<file path="src/rtl/riscv.sv">
// Shared RISC-V privilege and PMP access encodings used by the PMP check path.
package riscv;

   typedef enum logic [2:0] {
      ACCESS_NONE  = 3'b000,
      ACCESS_READ  = 3'b001,
      ACCESS_WRITE = 3'b010,
      ACCESS_EXEC  = 3'b100
   } pmp_access_t;

   typedef enum logic [1:0] {
      PRIV_LVL_U = 2'b00,
      PRIV_LVL_S = 2'b01,
      PRIV_LVL_M = 2'b11
   } priv_lvl_t;

endpackage

</file>
<file path="src/rtl/pmp_check_arbiter.sv">
// Shares one combinational PMP checker between instruction fetch (requester 0)
// and load/store (requester 1). Round-robin grant, registered result, and a
// saturating count of denied responses.
//
// state | meaning
// ------+--------------------------------------------------------------
// IDLE  | waiting for a request; grants one when no cfg write or flush
// CHECK | latched operands drive the checker; result sampled unless a
//       | PMP CSR write is in progress this cycle
// RESP  | rsp_valid_o[id] held with a stable result until consumed
module pmp_check_arbiter #(
   parameter int unsigned PLEN  = 34,
   parameter int unsigned NrReq = 2
) (
   input  logic                           clk_i,
   input  logic                           rst_ni,
   input  logic                           flush_i,
   input  logic                           cfg_update_i,
   input  logic [NrReq-1:0]               req_valid_i,
   output logic [NrReq-1:0]               req_ready_o,
   input  logic [NrReq-1:0][PLEN-1:0]     req_addr_i,
   input  riscv::pmp_access_t [NrReq-1:0] req_access_i,
   input  riscv::priv_lvl_t   [NrReq-1:0] req_priv_i,
   output logic [NrReq-1:0]               rsp_valid_o,
   input  logic [NrReq-1:0]               rsp_ready_i,
   output logic                           rsp_allow_o,
   output logic [PLEN-1:0]                pmp_addr_o,
   output riscv::pmp_access_t             pmp_access_o,
   output riscv::priv_lvl_t               pmp_priv_o,
   input  logic                           pmp_allow_i,
   output logic [15:0]                    deny_cnt_o
);

   typedef enum logic [1:0] {
      IDLE  = 2'd0,
      CHECK = 2'd1,
      RESP  = 2'd2
   } state_e;

   state_e             state_q, state_d;
   logic               run_q;
   logic               last_grant_q;
   logic               id_q;
   logic [PLEN-1:0]    addr_q;
   riscv::pmp_access_t access_q;
   riscv::priv_lvl_t   priv_q;
   logic               allow_q;
   logic [15:0]        deny_cnt_q;

   logic               grant;
   logic               gnt_id;
   logic               allow_load;
   logic               deliver;

   assign pmp_addr_o   = addr_q;
   assign pmp_access_o = access_q;
   assign pmp_priv_o   = priv_q;
   assign rsp_allow_o  = allow_q;
   assign deny_cnt_o   = deny_cnt_q;

   // State register.
   always_ff @(posedge clk_i or negedge rst_ni) begin
      if (!rst_ni) begin
         state_q <= IDLE;
      end else begin
         state_q <= state_d;
      end
   end

   // Grant enable: low while in reset and for the first edge after release,
   // so req_ready_o is never asserted while rst_ni is low.
   always_ff @(posedge clk_i or negedge rst_ni) begin
      if (!rst_ni) begin
         run_q <= 1'b0;
      end else begin
         run_q <= 1'b1;
      end
   end

   // Next-state, arbitration and handshake outputs.
   always_comb begin
      state_d     = state_q;
      grant       = 1'b0;
      gnt_id      = 1'b0;
      allow_load  = 1'b0;
      deliver     = 1'b0;
      req_ready_o = '0;
      rsp_valid_o = '0;
      case (state_q)
         IDLE: begin
            if (run_q && (|req_valid_i) && !cfg_update_i && !flush_i) begin
               grant = 1'b1;
               // Both valid: the one not granted last; otherwise the lone one.
               if (&req_valid_i) begin
                  gnt_id = ~last_grant_q;
               end else begin
                  gnt_id = req_valid_i[1];
               end
               req_ready_o[gnt_id] = 1'b1;
               state_d = CHECK;
            end
         end
         CHECK: begin
            if (flush_i) begin
               state_d = IDLE;
            end else if (!cfg_update_i) begin
               allow_load = 1'b1;
               state_d    = RESP;
            end
         end
         RESP: begin
            rsp_valid_o[id_q] = 1'b1;
            // A handshake in the flush cycle still counts as delivered.
            if (rsp_ready_i[id_q]) begin
               deliver = 1'b1;
               state_d = IDLE;
            end
            if (flush_i) begin
               state_d = IDLE;
            end
         end
         default: state_d = IDLE;
      endcase
   end

   // Operand latch on grant; ungranted input changes never reach the checker.
   always_ff @(posedge clk_i or negedge rst_ni) begin
      if (!rst_ni) begin
         last_grant_q <= 1'b1;
         id_q         <= 1'b0;
         addr_q       <= '0;
         access_q     <= riscv::ACCESS_NONE;
         priv_q       <= riscv::PRIV_LVL_U;
      end else if (grant) begin
         last_grant_q <= gnt_id;
         id_q         <= gnt_id;
         addr_q       <= req_addr_i[gnt_id];
         access_q     <= req_access_i[gnt_id];
         priv_q       <= req_priv_i[gnt_id];
      end
   end

   // Result register, loaded only when leaving CHECK so it is stable in RESP.
   always_ff @(posedge clk_i or negedge rst_ni) begin
      if (!rst_ni) begin
         allow_q <= 1'b0;
      end else if (allow_load) begin
         allow_q <= pmp_allow_i;
      end
   end

   // Saturating count of delivered denies.
   always_ff @(posedge clk_i or negedge rst_ni) begin
      if (!rst_ni) begin
         deny_cnt_q <= '0;
      end else if (deliver && !allow_q && (deny_cnt_q != 16'hFFFF)) begin
         deny_cnt_q <= deny_cnt_q + 16'd1;
      end
   end

endmodule

</file>
<file path="config.mk">
export PLATFORM = sky130hd
export DESIGN_NAME = pmp_check_arbiter
export DESIGN_NICKNAME = d
export VERILOG_FILES = /design/src/rtl/riscv.sv /design/src/rtl/pmp_check_arbiter.sv
export SDC_FILE = /design/constraint.sdc
export NUM_CORES = 1
export LEC_CHECK = 0
export ABC_AREA = 1
export BUFFER_PORTS_ARGS = -buffer_cell sky130_fd_sc_hd__buf_4
export CAP_MARGIN = 20
export CELL_PAD_IN_SITES_DETAIL_PLACEMENT = 1
export CELL_PAD_IN_SITES_GLOBAL_PLACEMENT = 1
export CORE_MARGIN = 2
export CORE_UTILIZATION = 28
export DETAILED_ROUTE_END_ITERATION = 16
export GPL_ROUTABILITY_DRIVEN = 0
export HOLD_SLACK_MARGIN = 0.02
export PLACE_DENSITY_LB_ADDON = 0.12
export SETUP_SLACK_MARGIN = 0.15
export SYNTH_ARGS = -nofsm -noshare
export SYNTH_HDL_FRONTEND = slang
export SYNTH_SLANG_ARGS = --single-unit
export TNS_END_PERCENT = 50
</file>
<file path="constraint.sdc">
create_clock -name clk_i -period 1.4 [get_ports clk_i]
set_input_delay 0.14 -clock clk_i [delete_from_list [all_inputs] [get_ports clk_i]]
set_output_delay 0.14 -clock clk_i [all_outputs]
set_load 0.05 [all_outputs]
</file>
# Yosys cells after proc, flatten, opt, wreduce, memory -nomap -nowiden
# Index checks and enable logic that the tools add are counted.
dict set report word_totals {
  romBits 0
  output_inout_bits 60
  elab_cells 69
  latch_bits 0
  ramBits 0
  in_bits 87
  reg_bits 61
  memories 0
}
dict set report op_classes {
  n_eq_ne 6
  n_reduce_logical 14
  shift 0
  n_addsub 1
  n_lt_le_gt_ge 5
  div_mod_pow 0
  mux 33
  bitwise_logic 1
  n_mul 0
}
# op count
set ops {}
lappend ops {{2-to-1 mux 34 bit} 2}
lappend ops {{2-to-1 mux 2 bit} 10}
lappend ops {{adder 16 x 1 -> 16 bit, second input constant} 1}
lappend ops {{2-to-1 mux 1 bit} 16}
lappend ops {{!= test 16 bit, second input constant} 1}
lappend ops {{logical AND 1 bit} 7}
lappend ops {{less-than comparator 1 x 2 -> 1 bit, second input constant} 3}
lappend ops {{2-to-1 mux 3 bit} 2}
lappend ops {{!= test 3 bit, second input constant} 2}
lappend ops {{one-hot mux 2 bit (3 select lines)} 1}
lappend ops {{zero test 1 bit} 3}
lappend ops {{AND reduction 3 bit} 1}
lappend ops {{demux 1 bit (select 1 bit)} 2}
lappend ops {{== test 2 x 1 -> 1 bit, second input constant} 1}
lappend ops {{== test 2 bit, second input constant} 1}
lappend ops {{greater-or-equal comparator 1 bit, second input constant} 2}
lappend ops {{zero test 2 bit} 1}
lappend ops {{!= test 2 bit, second input constant} 1}
lappend ops {{AND reduction 2 bit} 1}
lappend ops {{OR reduction 2 bit} 1}
lappend ops {{inverter 1 bit} 1}

# Depth between registers and ports, before layout
dict set report logic_depth {
  ltp_word 12
  depth_mapped 9
  mapped_depth_nobuf 9
}

# Worst setup path after synthesis
# No wires, ideal clock.
dict set report synth_path {
  path_kind {reg-to-reg}
  from {register deny_cnt_q[1] (netlist: deny_cnt_o[1])}
  to {register deny_cnt_q[10] (netlist: deny_cnt_o[10])}
  t_arrival_ns 1.734
  setup_time_ns 0.118
  synth_period_minus_slack_ns 1.852
  path_buffers 1
  t_required_ns 1.282
  stages_incl_launch_ff 10
  setup_slack_ns -0.452
  cell_sequence {dfrtp_1 -> ha_1 -> nand3_2 -> clkinv_1 -> nand2_2 -> o21ai_4 -> inv_2 -> buf_6 -> nand2_1 -> nand2_1}
}
dict set report synth_between {
  elab_chain_len 2
  word_cells_on_any_way 3
  cone_classes {1 x add/sub; 1 x eq/ne; 1 x reduce/logical}
}
# item line
set synth_rtl {}
lappend synth_rtl {{start: declaration} pmp_check_arbiter.sv:48} ;# logic [15:0] deny_cnt_q;
lappend synth_rtl {{start signal: assignment} pmp_check_arbiter.sv:157} ;# deny_cnt_q <= deny_cnt_q + 16'd1;
lappend synth_rtl {{parallel branches: the longest is 2 deep, another holds adder 16 x 1 -> 16 bit} n/a}
# Several ways; the timed one is not identified.
# A chain may end at the register's enable or synchronous reset.

# Worst setup path in the final report
dict set report layout_path {
  from {register last_grant_q}
  to {register addr_q[16] (netlist: pmp_addr_o[16])}
}
dict set report layout_between {
  elab_chain_len 8
}
# item line
set layout_rtl {}
lappend layout_rtl {{start: declaration} pmp_check_arbiter.sv:42} ;# logic last_grant_q;
lappend layout_rtl {{start signal: assignment} pmp_check_arbiter.sv:135} ;# last_grant_q <= gnt_id;
lappend layout_rtl {{inverter 1 bit} pmp_check_arbiter.sv:95} ;# gnt_id = ~last_grant_q;
lappend layout_rtl {{2-to-1 mux 1 bit} pmp_check_arbiter.sv:94} ;# if (&req_valid_i) begin
lappend layout_rtl {{2-to-1 mux 1 bit} pmp_check_arbiter.sv:91} ;# if (run_q && (|req_valid_i) && !cfg_update_i && !flush_i) begin
lappend layout_rtl {{2-to-1 mux 1 bit} pmp_check_arbiter.sv:89} ;# case (state_q)
lappend layout_rtl {{2-to-1 mux 1 bit} pmp_check_arbiter.sv:91}
lappend layout_rtl {{2-to-1 mux 1 bit} pmp_check_arbiter.sv:89}
lappend layout_rtl {{2-to-1 mux 34 bit (implied by the code) (2 in a row)} pmp_check_arbiter.sv:137} ;# addr_q <= req_addr_i[gnt_id];
lappend layout_rtl {{end signal: assignment} pmp_check_arbiter.sv:137}
lappend layout_rtl {{end: declaration} pmp_check_arbiter.sv:44} ;# logic [PLEN-1:0] addr_q;
# Every way passes these cells. The select of a mux whose other input is x is not followed.

==> qor.yml <==
logic_synthesis:
  synth.avg_cell_area_um2: 7.55
  syn_area_um2: 2950
  synth_top_area_frac: 0.508
  ys_types: 23
  synthTopCellsByCount: "nand2_1, dfrtp_1, nand3_1"
  synth_cells: 391
  async_reset_ff_frac: 1.00
  syn_nets: 479
  ys_seq_elements: 61
  synth_edf_count: 0
  synth_top_area_cell: "dfrtp_1"
  ys.flop_type: "dfrtp_1"
  netlist_top_cells_area: "dfrtp_1, nand2_1, nand3_1, nor2_1, inv_1"
  yosysMostFrequentCell: "nand2_1"
  yosysWarnings: 0
  ys_seq_area_frac: 0.517
detailed_routing:
  via_per_inst: 4.62
  wl_per_cell_um: 17.0
  drc: 0
  vias: 3739
  initialDrtViolationCount: 112
  dr.pass1.iters: 6
  routed_wl_mm: 13.8
  antenna_left: 0
clocking:
  clock_sinks: 61
  clockRootBuffer: "clkbuf_8"
  cts_buffer_depth: 2
  clk_latency_ns: 0.34
  cts_tree: "done"
  clk_pin_slew_ns: 0.07
  htreeDepth: 3
  cts_buffers: 9
pwr:
  pwr-share-seq: 0.347
  p_comb_frac: 0.428
  p_per_area_nw_per_um2: 1060
  peakVddDrop_mv: 0.655
  power_switching_mw: 2.71
  cellLeakagePower_nw: 3.16
  internal_power_mw: 3.96
  clkPwrFrac: 0.225
  swShare: 0.406
place:
  io_buffers: 146
  hpwl_mm: 7.68
  dpl_worst_slack_ns: -0.0262
layout:
  syn_to_final_growth_pct: 114
  nets: 754
  drive_gt1_frac: 0.499
  fillerInstances: 1186
worst_setup_path:
  cp_max_fo: 8
  critPathKind: "reg2reg"
  worstPathArrival_ns: 1.84
  crit_top_cell: "buf_12"
  required_ns: 1.67
  end_kind: "flip-flop"
  critPathSlowestCell: "dfstp_2"
  cp-start-kind: "flip-flop"
  crit_buf_inv: 5
  critical_path.max_stage_delay_ns: 0.54
  critPathTopFamily: "flip-flops"
  path_cells: "nand2_2 -> nand2_2 -> inv_2 -> nor2_4 -> buf_6 -> buf_12 -> buf_12 -> buf_12 -> nand2_1 -> nand3_1"
floorplanning:
  die_area_um2: 11400
  pin_count: 147
  rows: 37
  die_h_um: 107
  core-area_um2: 10300
  start_util: 0.287
  dieWidth_um: 107
global_route:
  grt_max_degree: 40
  grt_remaining_overflow: 0
  grt_pass1_vias: 4126
  track_usage: 0.234
  antenna_found_initial: 0
  grt_pass1_wl_mm: 20.5
sta:
  slew_violations: 0
  finClkSkew_ns: 0.00678
  rsz0062_at_grt: "yes"
  finalHoldViolCount: 0
  setup_slack_ns: -0.166
  tns_ns: -4.99
  setup_viol: 57
  fmax_ghz: 0.639
  layout_min_cycle_time_ns: 1.57
  fin_crit_sh: 1.12
worst_hold_path:
  min_path_type: "in2reg"
run_status:
  violations: "setup timing"
  status: "complete, but fails checks"
flow_run:
  cap_violations: 0
## power groups by stage
stage	Combinational, mW	Sequential [mW]	Clock [mW]
global route	3.01	2.35	1.62
finish	2.86	2.31	1.50
detailed placement	2.40	2.31	0
global placement	2.36	2.30	0
CTS	2.69	2.29	1.54
floorplan	0.371	3.37	0
## worst reg2reg max path, stage by stage (launching register included)
cell,delay [ns]
dfstp_2,0.54
nand2_2,0.05
nand2_2,0.08
inv_2,0.05
nor2_4,0.16
buf_6,0.14
buf_12,0.10
buf_12,0.10
buf_12,0.12
nand2_1,0.06
nand3_1,0.10
## stage by stage
stage | util | cells | instance area (µm²) | power [mW] | hold WS, ns
floorplan | - | 391 | 3000 | 3.74 | -0.156
global placement | 0.434 | 683 | 4460 | 4.67 | -0.0569
detailed placement | 0.434 | 683 | 4460 | 4.71 | -0.0536
CTS | 0.571 | 796 | 5870 | 6.51 | 0.0204
global route | 0.614 | 807 | 6310 | 6.98 | 0.0255
finish | 0.614 | 809 | 6310 | 6.67 | 0.0353
## sequential cells by signal, summed over array words and instances (netlist names)
register      cells
deny_cnt_o       16
run_q             1
last_grant_q      1
pmp_addr_o       34
id_q              1
pmp_access_o      3
rsp_allow_o       1
state_q           2
pmp_priv_o        2
## layer usage
layer / share of wire / track usage / wire length [µm] / vias to the layer above
met4: 0.022 / 0.0881 / 299 / 0
met2: 0.54 / 0.430 / 7460 / 119
met5: 0 / 0 / 0 / -
met1: 0.38 / 0.257 / 5230 / 1824
met3: 0.056 / 0.0602 / 772 / 26
li1: - / - / - / 1770
## worst paths after layout
check | from | depth (start not counted) | to | slack (ns)
setup / recovery | last_grant_q | 10 | pmp_addr_o[16] | -0.17
hold / removal | req_addr_i[52] | 3 | pmp_addr_o[18] | 0.04
setup reg to reg | last_grant_q | 10 | pmp_addr_o[16] | -0.17
hold reg to reg | pmp_addr_o[27] | 2 | pmp_addr_o[27] | 0.50
max in group asynchronous | rst_ni | 3 | last_grant_q | 0.72
min in group asynchronous | rst_ni | 2 | deny_cnt_o[9] | 0.13
## area by class of cell
cell class,count,area [µm²],share of cell area
repair buffers,279,2610,0.414
multi-input cells,293,1700,0.270
flip-flops and latches,61,1550,0.245
clock buffers,15,176,0.0280
well taps,136,170,0.0270
inverters,22,90.1,0.0143
clock inverters,1,5.00,0.000793
diodes,2,5.00,0.000793
## cells in the final DEF, fill, tap and decap left out, types with 2 or more instances in the layout
master / Yosys / routed
clkbuf_1: 4 / 3
clkbuf_16: 0 / 2
nor2_2: 3 / 7
buf_8: 0 / 2
nand4_1: 4 / 4
xnor2_1: 6 / 6
inv_2: 1 / 4
nand3_1: 47 / 18
nand3_2: 1 / 29
o21ai_2: 0 / 3
buf_12: 0 / 10
nor2_4: 0 / 6
buf_16: 0 / 4
nor2_1: 24 / 14
buf_4: 1 / 165
o21ai_0: 7 / 3
dfrtp_2: 0 / 16
a21oi_1: 2 / 2
nand2_4: 0 / 16
diode_2: 0 / 2
buf_6: 2 / 19
inv_1: 20 / 16
nand2_2: 1 / 32
nand2_1: 193 / 145
dfrtp_1: 60 / 44
clkbuf_8: 0 / 12
xor2_1: 2 / 2
dlygate4sd3_1: 0 / 77
## repair_timing
action                                  in CTS  in global routing
hold buffers                                74                  3
resized for setup                           62                 86
buffers inserted                            19                  6
endpoints found under the setup margin      63                 66
cloned                                       4                  2
hold endpoints to repair                   100                  3
pin swaps                                   20                 14
## cells by family after synthesis
kind of cell | after synthesis | share of synthesized area
adder cells (fa/ha/maj) | 1 | 0.00424
buffers and inverters | 37 | 0.0568
XOR/XNOR | 8 | 0.0237
flip-flops | 61 | 0.517
other | 1 | 0.00127
AND/OR/NAND/NOR | 273 | 0.376
AO/OA/AOI/OAI | 10 | 0.0208
No activity file was read; power rests on OpenSTA's default activity.
